===== config.mk =====
export PLATFORM = sky130hd
export DESIGN_NAME = mem_stage
export DESIGN_NICKNAME = d
export VERILOG_FILES = /design/src/rtl/mem_stage_pkg.sv /design/src/rtl/mem_stage_align.sv /design/src/rtl/mem_stage.sv
export SDC_FILE = /design/constraint.sdc
export NUM_CORES = 1
export LEC_CHECK = 0
export CAP_MARGIN = 15
export CORE_MARGIN = 10
export CORE_UTILIZATION = 43
export DETAILED_ROUTE_END_ITERATION = 10
export HOLD_SLACK_MARGIN = 0.15
export PLACE_DENSITY = 0.87
export SLEW_MARGIN = 20
export SYNTH_ARGS = -nofsm -noshare
export SYNTH_HDL_FRONTEND = slang
export SYNTH_SLANG_ARGS = --single-unit
export TNS_END_PERCENT = 20

===== constraint.sdc =====
create_clock -name clk -period 4.3 [get_ports clk]
set_input_delay 0.645 -clock clk [delete_from_list [all_inputs] [get_ports clk]]
set_output_delay 0.645 -clock clk [all_outputs]
set_load 0.1 [all_outputs]

===== src/rtl/mem_stage_pkg.sv =====
// Shared lc3b types for the MEM stage: opcodes, control packet, MEM FSM states,
// the bubble packet and opcode classification helpers.
package mem_stage_pkg;

    typedef enum logic [3:0] {
        OP_BR   = 4'h0,
        OP_ADD  = 4'h1,
        OP_LDB  = 4'h2,
        OP_STB  = 4'h3,
        OP_JSR  = 4'h4,
        OP_AND  = 4'h5,
        OP_LDW  = 4'h6,
        OP_STW  = 4'h7,
        OP_RTI  = 4'h8,
        OP_NOT  = 4'h9,
        OP_LDI  = 4'hA,
        OP_STI  = 4'hB,
        OP_JMP  = 4'hC,
        OP_SHF  = 4'hD,
        OP_LEA  = 4'hE,
        OP_TRAP = 4'hF
    } lc3b_opcode;

    typedef struct packed {
        lc3b_opcode  opcode;
        logic        load_regfile;
        logic        load_cc;
        logic [2:0]  nzp;
        logic [2:0]  dest;
    } lc3b_ipacket;

    typedef enum logic [1:0] {
        IDLE,
        ACC1,
        ACC2
    } lc3b_mem_state;

    // A never-taken BR that writes nothing: safe to hand to WB any number of times.
    localparam lc3b_ipacket LC3B_BUBBLE = '{
        opcode:       OP_BR,
        load_regfile: 1'b0,
        load_cc:      1'b0,
        nzp:          3'b000,
        dest:         3'b000
    };

    function automatic logic is_mem(input lc3b_opcode op);
        return op inside {OP_LDW, OP_LDB, OP_LDI, OP_STW, OP_STB, OP_STI};
    endfunction

    function automatic logic is_ind(input lc3b_opcode op);
        return op inside {OP_LDI, OP_STI};
    endfunction

    function automatic logic is_byte(input lc3b_opcode op);
        return op inside {OP_LDB, OP_STB};
    endfunction

endpackage


===== src/rtl/mem_stage_align.sv =====
// Byte-lane steering for the data bus: address alignment, byte enables,
// store-data replication and LDB extract/sign-extend.
module mem_align (
    input  logic [15:0] ea,
    input  logic        byte_op,
    input  logic [15:0] sr_data,
    input  logic [15:0] rdata,
    output logic [15:0] address,
    output logic [1:0]  byte_en,
    output logic [15:0] wdata,
    output logic [15:0] ldb_data
);

    logic [7:0] sel_byte;

    assign address  = byte_op ? ea : {ea[15:1], 1'b0};
    assign byte_en  = byte_op ? (ea[0] ? 2'b10 : 2'b01) : 2'b11;
    // Replicating the byte lets memory pick the lane purely from byte_en.
    assign wdata    = byte_op ? {2{sr_data[7:0]}} : sr_data;
    assign sel_byte = ea[0] ? rdata[15:8] : rdata[7:0];
    assign ldb_data = {{8{sel_byte[7]}}, sel_byte};

endmodule


===== src/rtl/mem_stage.sv =====
// lc3b MEM stage: runs LDW/LDB/STW/STB/LDI/STI data accesses, stalls upstream
// while busy and loads the MEM/WB latch. Optional MEM_PERF_CNT_EN adds stall_cycles.
module mem_stage
    import mem_stage_pkg::*;
#(
    parameter int STALL_CNT_W = 16
) (
    input  logic        clk,
    input  logic        rst,
    input  lc3b_ipacket ipacket_in,
    input  logic [15:0] alu_in,
    input  logic [15:0] sr_data_in,
    input  logic [15:0] br_addr_in,
    input  logic        flush,
    input  logic        mem_resp,
    input  logic [15:0] mem_rdata,
    output logic        mem_read,
    output logic        mem_write,
    output logic [15:0] mem_address,
    output logic [15:0] mem_wdata,
    output logic [1:0]  mem_byte_en,
    output logic        stall,
    output lc3b_ipacket ipacket_out,
    output logic [15:0] alu_out,
    output logic [15:0] mem_out,
    output logic [15:0] br_addr_out
`ifdef MEM_PERF_CNT_EN
    ,
    output logic [STALL_CNT_W-1:0] stall_cycles
`endif
);

    lc3b_mem_state state, state_nxt;
    logic          start, go_acc2, finish;
    logic          flush_pend;
    logic          mem_op, ind_op, byte_op, acc1_read;
    logic [15:0]   al_address, al_wdata, al_ldb;
    logic [1:0]    al_byte_en;
    logic [15:0]   load_data;

    assign mem_op    = is_mem(ipacket_in.opcode);
    assign ind_op    = is_ind(ipacket_in.opcode);
    assign byte_op   = is_byte(ipacket_in.opcode);
    // STI's first access fetches the pointer, so only STW/STB write first.
    assign acc1_read = !(ipacket_in.opcode inside {OP_STW, OP_STB});
    assign load_data = byte_op ? al_ldb : mem_rdata;

    mem_align u_align (
        .ea       (alu_in),
        .byte_op  (byte_op),
        .sr_data  (sr_data_in),
        .rdata    (mem_rdata),
        .address  (al_address),
        .byte_en  (al_byte_en),
        .wdata    (al_wdata),
        .ldb_data (al_ldb)
    );

    always_ff @(posedge clk or posedge rst) begin
        if (rst) state <= IDLE;
        else     state <= state_nxt;
    end

    always_comb begin
        state_nxt = state;
        stall     = 1'b0;
        start     = 1'b0;
        go_acc2   = 1'b0;
        finish    = 1'b0;
        case (state)
            IDLE: begin
                if (mem_op && !flush) begin
                    start     = 1'b1;
                    stall     = 1'b1;
                    state_nxt = ACC1;
                end
            end
            ACC1: begin
                stall = 1'b1;
                if (mem_resp) begin
                    // A flush seen at any point in ACC1 suppresses the second access.
                    if (ind_op && !flush && !flush_pend) begin
                        go_acc2   = 1'b1;
                        state_nxt = ACC2;
                    end else begin
                        finish    = 1'b1;
                        stall     = 1'b0;
                        state_nxt = IDLE;
                    end
                end
            end
            ACC2: begin
                stall = 1'b1;
                if (mem_resp) begin
                    finish    = 1'b1;
                    stall     = 1'b0;
                    state_nxt = IDLE;
                end
            end
            default: state_nxt = IDLE;
        endcase
    end

    always_ff @(posedge clk or posedge rst) begin
        if (rst)                            flush_pend <= 1'b0;
        else if (finish || state == IDLE)   flush_pend <= 1'b0;
        else if (flush)                     flush_pend <= 1'b1;
    end

    // Bus request registers: loaded on entry to each access, cleared after the final response.
    always_ff @(posedge clk or posedge rst) begin
        if (rst) begin
            mem_read    <= 1'b0;
            mem_write   <= 1'b0;
            mem_address <= 16'h0000;
            mem_wdata   <= 16'h0000;
            mem_byte_en <= 2'b00;
        end else if (start) begin
            mem_read    <= acc1_read;
            mem_write   <= !acc1_read;
            mem_address <= al_address;
            mem_byte_en <= al_byte_en;
            mem_wdata   <= acc1_read ? 16'h0000 : al_wdata;
        end else if (go_acc2) begin
            mem_read    <= (ipacket_in.opcode == OP_LDI);
            mem_write   <= (ipacket_in.opcode == OP_STI);
            mem_address <= {mem_rdata[15:1], 1'b0};
            mem_byte_en <= 2'b11;
            mem_wdata   <= (ipacket_in.opcode == OP_STI) ? sr_data_in : 16'h0000;
        end else if (finish) begin
            mem_read    <= 1'b0;
            mem_write   <= 1'b0;
            mem_byte_en <= 2'b00;
        end
    end

    // MEM/WB latch; while stalled only bubbles reach WB.
    always_ff @(posedge clk or posedge rst) begin
        if (rst) begin
            ipacket_out <= LC3B_BUBBLE;
            alu_out     <= 16'h0000;
            mem_out     <= 16'h0000;
            br_addr_out <= 16'h0000;
        end else if (stall) begin
            ipacket_out <= LC3B_BUBBLE;
        end else begin
            ipacket_out <= (flush || flush_pend) ? LC3B_BUBBLE : ipacket_in;
            alu_out     <= alu_in;
            br_addr_out <= br_addr_in;
            if (finish) mem_out <= load_data;
        end
    end

`ifdef MEM_PERF_CNT_EN
    always_ff @(posedge clk or posedge rst) begin
        if (rst)
            stall_cycles <= '0;
        else if (stall && (stall_cycles != {STALL_CNT_W{1'b1}}))
            stall_cycles <= stall_cycles + 1'b1;
    end
`endif

endmodule


[Word-level counts from Yosys, hierarchy flattened]
Cells that the tools add are included.
Cells by class
  reduce and logical (&&, ||, !) cells: 18
  bitwise logic cells: 1
  equal/unequal tests: 11
  muxes and demuxes: 41
Operator list (count)
  $mux 16: 8
  $mux 12: 2
  $mux 1: 18
  $mux 2: 9
  $reduce_bool 2->1: 5
  $eq 4x2->1 const B: 2
  $eq 4x3->1 const B: 2
  $eq 4x4->1 const B: 2
  $mux 8: 1
  $ne 2x2->1 const B: 3
  $pmux 2 s3: 1
  $reduce_bool 6->1: 1
  $logic_and 1x1->1: 3
  $logic_not 1->1: 3
  $pmux 1 s3: 1
  $reduce_and 3->1: 1
  $reduce_bool 3->1: 1
  $eq 2x1->1 const B: 1
  $eq 2x2->1 const B: 1
  $logic_not 2->1: 1
  $logic_or 1x1->1: 2
  $pmux 1 s2: 1
  $reduce_and 2->1: 1
  $not 1->1: 1
Word-level totals
  word-level logic and storage cells: 86
  bits of input ports: 80
  flip-flop bits (word level): 99
  output and inout port bits: 97

[Logic depth before layout (Yosys ltp)]
Gate-level depths: netlist (run 1).
  word-level depth: 10
  depth in mapped cells: 7
  mapped depth without buffers: 6

[Hierarchy]
Synthesis (run 1) repeated with hierarchy kept, for this count alone.
Unflattened totals
  cells, all modules: 375
  area, all modules: 4999.8 µm²
Modules (own cells, without submodules)
  mem_stage: times used 1, area each 4495.6 µm², sequential area each 2477.4 µm², cells each 323
  mem_align: times used 1, area each 504.2 µm², sequential area each 0.0 µm², cells each 52

[Worst setup path after synthesis (run 1)]
No wires, ideal clock.
  path type: input -> output
  from: input port ipacket_in[10] (netlist bit)
  to: output port stall
  stages: 5
  data required time: 3.655 ns
  path slack: 1.918 ns
  buffers on the path: 1
  data arrival time: 1.737 ns
  path through: nor4b_4 nand4b_1 o311a_1 inv_2 buf_6
On the way
  word-level cells in the longest chain between the ends: 7
  elaborated cells on any way between the ends: 15
  classes of those cells: eq/ne: 6; mux: 4; reduce/logical: 5
Ends and longest elaborated chain
  from (decl): RTL line mem_stage.sv:10  | input lc3b_ipacket ipacket_in,
  $eq 4x4->1: RTL line mem_stage_pkg.sv:48, mem_stage_pkg.sv:52
  $reduce_bool 2->1: RTL line mem_stage_pkg.sv:52  | return op inside {OP_LDI, OP_STI};
  $logic_and 1x1->1 (2 in a row): RTL line mem_stage.sv:82  | if (ind_op && !flush && !flush_pend) begin
  $mux 1: RTL line mem_stage.sv:82
  $mux 1: RTL line mem_stage.sv:80  | if (mem_resp) begin
  $pmux 1 s3 *: RTL line mem_stage.sv:70  | case (state)
  to (decl): RTL line mem_stage.sv:22  | output logic stall,
Every way passes the cells marked *; elsewhere a longest branch is shown, timed or not.

[Final worst setup path (run 1)]
Ends and elaborated chain as after synthesis.

==> results.json, run 1 <==
{
  "cts_setup_buffers": 0,
  "critical_path_class": "input pin to primary output",
  "holdCritPathClass": "register to register",
  "cts_root_buffer": "clkbuf_8",
  "htreeDepth": 3,
  "postSynthAreaPerCell_sq_um": 12.9,
  "synth-seq-cells": 99,
  "synthesis.area_sq_um": 4270,
  "crit_path_end_kind": "primary output",
  "syn_inst": 332,
  "gp_congestion": 0.805,
  "numCtsBuffers": 9,
  "path_clk_slew_ps": 80,
  "wirelength_mm": 12.8,
  "final_max_slew_viol_count": 0,
  "path_max_fanout": 13,
  "post_drt_wl_per_cell_um": 19.8,
  "via_per_inst": 5.17,
  "ys_seq_area_frac": 0.580,
  "required_ps": 3650,
  "hold_buffers": 0,
  "relSlewSlack": 0.314,
  "maxCapViolations": 0,
  "grt_max_degree": 55,
  "clk_latency_ps": 360,
  "die_h_um": 120,
  "grt_pass1_vias": 3689,
  "ant_nets": 0,
  "antenna_found_initial": 0,
  "firstDrtPassIters": 4,
  "synthToLayoutAreaGrowth_pct": 48.8,
  "ys_types": 39,
  "outcome": "finished clean",
  "r2r_slack_ps": 1850,
  "diodes": 0,
  "route.detailed.drc": 0,
  "track_usage": 0.180,
  "fin_ws_ps": 1010,
  "start_util": 0.439,
  "period_needed_ps": 3290,
  "dieArea_sq_um": 14300,
  "nFillCells": 775,
  "cts_sinks": 99,
  "yosysWarnings": 0,
  "critPathArrivalTime_ps": 2650,
  "pin_count": 177,
  "ctsResizeCount": 0,
  "vias": 3335,
  "multiInputGateArea_sq_um": 1640,
  "synth_fp_nets": 417,
  "dpl.hpwl_mm": 9.82,
  "cts_buffer_depth": 2,
  "fp.dieW_um": 120,
  "finalClockSkew_ps": 9.47,
  "setup_viol": 0,
  "port_buffers": 176,
  "place_worst_setup_slack_ps": 1010,
  "grt_overflow_total": 0,
  "tritoncts": "done",
  "fin_crit_sh": 0.765,
  "fmaxAchievable_mhz": 304,
  "hold_violations": 0,
  "final_nets": 592,
  "coreArea_sq_um": 9730,
  "seqCellArea_sq_um": 2480,
  "cp-start-kind": "input pin",
  "rsz0062_at_grt": "false",
  "worst_pin_slew_ps": 1030,
  "layout-drive-gt1-share": 0.154,
  "fin_setup_tns_ps": 0,
  "dpl-instance-area_sq_um": 6150,
  "grt_pass1_wl_mm": 20.8,
  "fin_area_sq_um": 6360,
  "drtIter0Drc": 262,
  "rows": 36
}
==> layer usage <==
metal / share of wire / vias up / global-route usage
met5: 0 / - / 0
met4: 0.0091 / 0 / 0.0483
met3: 0.098 / 11 / 0.0835
met2: 0.49 / 138 / 0.297
met1: 0.41 / 1652 / 0.208
li1: - / 1534 / -
==> cell families after synthesis <==
group                    Yosys count  share of synthesized area
flip-flops                        99                      0.580
buffers and inverters             32                     0.0369
AND/OR/NAND/NOR                   64                     0.0878
AO/OA/AOI/OAI                     58                     0.0902
adder cells (fa/ha/maj)            5                     0.0146
multiplexers                      74                      0.191
==> per-stage QoR <==
stage,util,std cells,hold WS [ps]
final,0.654,645,508
after global routing,0.654,645,529
after CTS,0.654,645,511
after detailed placement,0.633,629,490
after global placement,0.633,629,488
after floorplan,-,332,502
==> path summary, 6_finish.rpt <==
check / startpoint / endpoint / cells after the start
max in group asynchronous: rst / mem_address[3]$_DFFE_PP0P_ / 3
hold / removal: br_addr_out[4]$_DFFE_PP0N_ / br_addr_out[4]$_DFFE_PP0N_ / 1
setup / recovery: ipacket_in[10] / stall / 6
hold reg to reg: br_addr_out[4]$_DFFE_PP0N_ / br_addr_out[4]$_DFFE_PP0N_ / 1
setup reg to reg: flush_pend$_DFFE_PP0P_ / br_addr_out[3]$_DFFE_PP0N_ / 6
min in group asynchronous: rst / ipacket_out[8]$_DFF_PP0_ / 3
==> cell type report <==
type	instances	share of cell area
clock inverters	1	0.00472
flip-flops and latches	99	0.389
multi-input cells	201	0.258
inverters	14	0.00865
well taps	133	0.0262
clock buffers	15	0.0277
repair buffers	182	0.286
==> cells in the mapped netlist <==
library cell | n | area [sq um]
nand4_1 | 1 | 6.26
a21o_1 | 1 | 7.51
buf_6 | 4 | 45.0
nor2_1 | 6 | 22.5
o211a_1 | 1 | 10.0
inv_2 | 1 | 3.75
nand2b_1 | 1 | 6.26
nor3_1 | 1 | 5.00
nor2_4 | 1 | 11.3
and4_1 | 1 | 8.76
nand3b_4 | 1 | 20.0
nand4b_1 | 2 | 17.5
o22ai_1 | 1 | 6.26
a21oi_1 | 8 | 40.0
mux2_4 | 3 | 45.0
a311o_1 | 1 | 10.0
inv_1 | 13 | 48.8
mux2_2 | 48 | 541
a32oi_1 | 8 | 70.1
or3b_1 | 1 | 8.76
and3_1 | 13 | 81.3
nor4b_4 | 1 | 23.8
a22oi_1 | 2 | 15.0
clkbuf_1 | 8 | 30.0
a31o_2 | 1 | 8.76
nor3b_2 | 1 | 12.5
o2bb2ai_1 | 1 | 8.76
nand2_1 | 21 | 78.8
ha_1 | 5 | 62.6
nand3_1 | 9 | 45.0
a22o_1 | 9 | 78.8
dfrtp_1 | 99 | 2480
o21ai_0 | 24 | 120
or3b_2 | 1 | 8.76
and2_0 | 1 | 6.26
o311a_1 | 1 | 10.0
mux2i_1 | 23 | 230
nor2b_1 | 2 | 12.5
buf_2 | 6 | 30.0
==> worst max-delay path, cell delays in order <==
cell	delay, ps
clkdlybuf4s50_1	560
nor4b_4	390
nand4b_1	260
o311a_1	330
inv_2	250
buf_12	210
==> flip-flops by register name, summed over array words and instances (netlist names) <==
signal       cells
flush_pend       1
mem_address     16
state            2
br_addr_out     16
mem_out         16
mem_wdata       16
mem_byte_en      2
mem_write        1
ipacket_out     12
alu_out         16
mem_read         1
==> layout by cell type, fill, tap and decap left out, types with 2 or more instances in the layout <==
master and instances:
clkdlybuf4s50_1 175, dfrtp_1 99, mux2_2 48, o21ai_0 24
mux2i_1 23, nand2_1 21, and3_1 13, inv_1 12
clkbuf_8 12, nand3_1 9, a22o_1 9, a32oi_1 8
a21oi_1 8, nor2_1 6, buf_4 6, ha_1 5
mux2_4 3, clkbuf_1 3, nor2b_1 2, nand4b_1 2
a22oi_1 2
Power of run 1 is not shown: default switching activity piles up to over one toggle a cycle in this logic, so the estimate is an artifact.
==> run 2: changes to the inputs <==
- clock period: 4.3 -> 3.35 ns (I/O delays scaled with it)
==> results.json, run 2 (synthesis gave the netlist of run 1 again) <==
{
  "cts_sinks": 99,
  "maxCapViolations": 0,
  "critical_path_class": "input pin to primary output",
  "fin_crit_sh": 0.887,
  "pin_count": 177,
  "rsz0062_at_grt": "false",
  "reg2reg_depth": 6,
  "grt_pass1_vias": 3643,
  "r2r_slack_ps": 990,
  "relSlewSlack": 0.321,
  "antenna_found_initial": 0,
  "cts_root_buffer": "clkbuf_8",
  "worst_pin_slew_ps": 1020,
  "finalClockSkew_ps": 3.63,
  "critPathArrivalTime_ps": 2470,
  "via_per_inst": 5.15,
  "hold_path_end": "mem_wdata[6]$_DFFE_PP0P_",
  "grt_max_degree": 47,
  "ctsResizeCount": 0,
  "drtIter0Drc": 201,
  "port_buffers": 176,
  "holdCritPathClass": "register to register",
  "cts_buffer_depth": 2,
  "diodes": 0,
  "clk_latency_ps": 350,
  "outcome": "finished clean",
  "dpl-instance-area_sq_um": 6180,
  "worstHoldStart": "mem_wdata[6]$_DFFE_PP0P_",
  "whs_path_depth": 1,
  "setup_viol": 0,
  "vias": 3339,
  "hold_violations": 0,
  "synthToLayoutAreaGrowth_pct": 49.1,
  "layout_common_cells": "clkdlybuf4s50_1, dfrtp_1, mux2_2, o21ai_0, mux2i_1",
  "fin_setup_tns_ps": 0,
  "fin_area_sq_um": 6370,
  "required_ps": 2850,
  "hold_buffers": 0,
  "track_usage": 0.171,
  "period_needed_ps": 2970,
  "cts_setup_buffers": 0,
  "grt_pass1_wl_mm": 19.8,
  "fmaxAchievable_mhz": 337,
  "fin_ws_ps": 379,
  "fp.dieW_um": 120,
  "reg2reg_to": "mem_wdata[11]$_DFFE_PP0P_",
  "dpl.hpwl_mm": 10.1,
  "route.detailed.drc": 0,
  "rows": 36,
  "gp_congestion": 0.844,
  "die_h_um": 120,
  "final_common_cell": "clkdlybuf4s50_1",
  "ant_nets": 0,
  "crit_path_end_kind": "primary output",
  "final_nets": 596,
  "path_clk_slew_ps": 80,
  "coreArea_sq_um": 9730,
  "grt_overflow_total": 0,
  "dieArea_sq_um": 14300,
  "post_drt_wl_per_cell_um": 19.5,
  "numCtsBuffers": 9,
  "start_util": 0.439,
  "place_worst_setup_slack_ps": 391,
  "final_max_slew_viol_count": 0,
  "wirelength_mm": 12.6,
  "layout-drive-gt1-share": 0.167,
  "cp-start-kind": "input pin",
  "path_max_fanout": 13,
  "worstReg2RegStart": "state[0]$_DFFE_PP0P_",
  "tritoncts": "done",
  "htreeDepth": 3,
  "firstDrtPassIters": 4
}
## run 2: cell types whose count changed in the layout (fill, tap and decap cells not counted), sizes merged
cell           before  now
clkinv              0    2
clkinvlp            0    1
buf                 7   13
clkdlybuf4s50     175  173
clkbuf             15   11
## run 2: worst max-delay path by stage
stage | slack (ps) | depth (start not counted) | startpoint | end
floorplan | 260 | 1 | rst | alu_out[0]$_DFFE_PP0N_
global placement | 520 | 7 | ipacket_in[10] | alu_out[5]$_DFFE_PP0N_
global route | 260 | 6 | ipacket_in[10] | stall
CTS | 410 | 6 | ipacket_in[10] | stall
detailed placement | 390 | 7 | ipacket_in[10] | alu_out[3]$_DFFE_PP0N_
finish | 380 | 6 | ipacket_in[10] | stall
## run 2: final cells by class
cell class                 instances  area, sq um
inverter                          14         55.1
clock buffer                      11          141
timing repair buffer             186         1840
fill                             786         3360
sequential                        99         2480
clock inverter                     4         51.3
multi-input combinational        201         1640
tap                              133          166
## run 2: per-layer routing
metal / vias to the layer above / GRT usage / part of all wire
li1: 1542 / - / -
met4: 0 / 0.0475 / 0.0054
met3: 6 / 0.0741 / 0.10
met2: 141 / 0.286 / 0.49
met1: 1650 / 0.196 / 0.40
met5: - / 0 / 0
## run 2: through the flow
stage / cells / hold WS, ps / util
floorplan: 332 / 502 / -
global placement: 633 / 487 / 0.635
detailed placement: 633 / 491 / 0.635
CTS: 648 / 515 / 0.655
global route: 648 / 529 / 0.655
finish: 648 / 512 / 0.655
## run 2: critical path: stages
cell and delay (ps):
clkdlybuf4s50_1 540, nor4b_4 390, nand4b_1 270, o311a_1 330, inv_2 230, buf_12 200
Power of run 2 is left out for the same reason.
==> run 3: changes to the inputs <==
- CORE_UTILIZATION: 43 -> 45
- PLACE_DENSITY: 0.87 -> 0.91
- clock period: 3.35 -> 3.8 ns (I/O delays scaled with it)
==> results.json, run 3 (synthesis gave the netlist of run 1 again) <==
{
  "outcome": "finished clean",
  "cts_buffer_depth": 2,
  "ctsResizeCount": 0,
  "grt_max_degree": 54,
  "tritoncts": "done",
  "firstDrtPassIters": 4,
  "finalClockSkew_ps": 14.8,
  "layout-drive-gt1-share": 0.159,
  "fin_crit_sh": 0.830,
  "critical_path_class": "input pin to primary output",
  "final_common_cell": "clkdlybuf4s50_1",
  "rsz0062_at_grt": "false",
  "wl_met1_mm": 5.21,
  "crit_path_end_kind": "primary output",
  "final_nets": 591,
  "relSlewSlack": 0.313,
  "pin_count": 177,
  "via_per_inst": 5.16,
  "critPathArrivalTime_ps": 2590,
  "place_worst_setup_slack_ps": 617,
  "start_util": 0.463,
  "maxUsedRoutingLayer": "met4",
  "period_needed_ps": 3160,
  "route.detailed.drc": 0,
  "vias": 3301,
  "post_drt_wl_per_cell_um": 19.8,
  "fin_setup_tns_ps": 0,
  "dr_wl_met3_mm": 1.37,
  "numCtsBuffers": 9,
  "fmaxAchievable_mhz": 317,
  "drtIter0Drc": 271,
  "hold_violations": 0,
  "wirelength_mm": 12.7,
  "grt_pass1_vias": 3668,
  "grt_pass1_wl_mm": 20.8,
  "clk_latency_ps": 370,
  "htreeDepth": 3,
  "ant_nets": 0,
  "wl_met2_mm": 5.99,
  "grt_overflow_total": 0,
  "maxCapViolations": 0,
  "setup_viol": 0,
  "synthToLayoutAreaGrowth_pct": 48.8,
  "fin_area_sq_um": 6360,
  "dieArea_sq_um": 13800,
  "hold_buffers": 0,
  "fp.dieW_um": 117,
  "port_buffers": 176,
  "gp_congestion": 0.808,
  "r2r_slack_ps": 1290,
  "die_h_um": 117,
  "dpl-instance-area_sq_um": 6150,
  "diodes": 0,
  "cp-start-kind": "input pin",
  "whs_path_depth": 1,
  "coreArea_sq_um": 9240,
  "final_max_slew_viol_count": 0,
  "path_max_fanout": 13,
  "required_ps": 3230,
  "cts_sinks": 99,
  "rows": 35,
  "fin_ws_ps": 645,
  "cts_root_buffer": "clkbuf_8",
  "antenna_found_initial": 0,
  "worst_pin_slew_ps": 1030,
  "path_clk_slew_ps": 100,
  "layout_common_cells": "clkdlybuf4s50_1, dfrtp_1, mux2_2, o21ai_0, mux2i_1",
  "holdCritPathClass": "register to register",
  "dpl.hpwl_mm": 9.56,
  "reg2reg_depth": 7,
  "track_usage": 0.184,
  "cts_setup_buffers": 0
}
-- run 3: cell count changes in the layout (fill, tap and decap cells not counted), moves of 2 or more --
cell and change:
buf_4 -8, clkdlybuf4s50_1 +2, clkinvlp_4 +2, inv_6 +2
-- run 3: per-layer routing --
layer / GRT usage / up-vias
met5: 0 / -
met4: 0.0433 / 0
met3: 0.0748 / 13
met2: 0.298 / 146
met1: 0.222 / 1602
li1: - / 1540
-- run 3: path summary, 6_finish.rpt --
check	startpoint	endpoint
worst max register to register	state[0]$_DFFE_PP0P_	alu_out[3]$_DFFE_PP0N_
worst min register to register	alu_out[1]$_DFFE_PP0N_	alu_out[1]$_DFFE_PP0N_
worst max-delay path	ipacket_in[10]	stall
min in group asynchronous	rst	br_addr_out[12]$_DFFE_PP0N_
max in group asynchronous	rst	mem_address[7]$_DFFE_PP0P_
worst min-delay path	alu_out[1]$_DFFE_PP0N_	alu_out[1]$_DFFE_PP0N_
-- run 3: area by class of cell --
| type | instances | area, sq um |
|---|---|---|
| clock inverters | 7 | 81.3 |
| inverters | 14 | 55.1 |
| fillers | 697 | 2880 |
| flip-flops and latches | 99 | 2480 |
| repair buffers | 181 | 1820 |
| well taps | 129 | 161 |
| multi-input cells | 201 | 1640 |
| clock buffers | 9 | 124 |
-- run 3: worst max-delay path, cell delays in order --
cell and delay (ps):
clkdlybuf4s50_1 550, nor4b_4 380, nand4b_1 260, o311a_1 320, inv_2 280, buf_12 220
-- run 3: through the flow --
stage	hold WS, ps	util	instances
after global routing	523	0.688	640
after global placement	484	0.666	624
after floorplan	502	-	332
after detailed placement	492	0.666	624
after CTS	516	0.688	640
final	513	0.688	640
Power of run 3 is left out for the same reason.
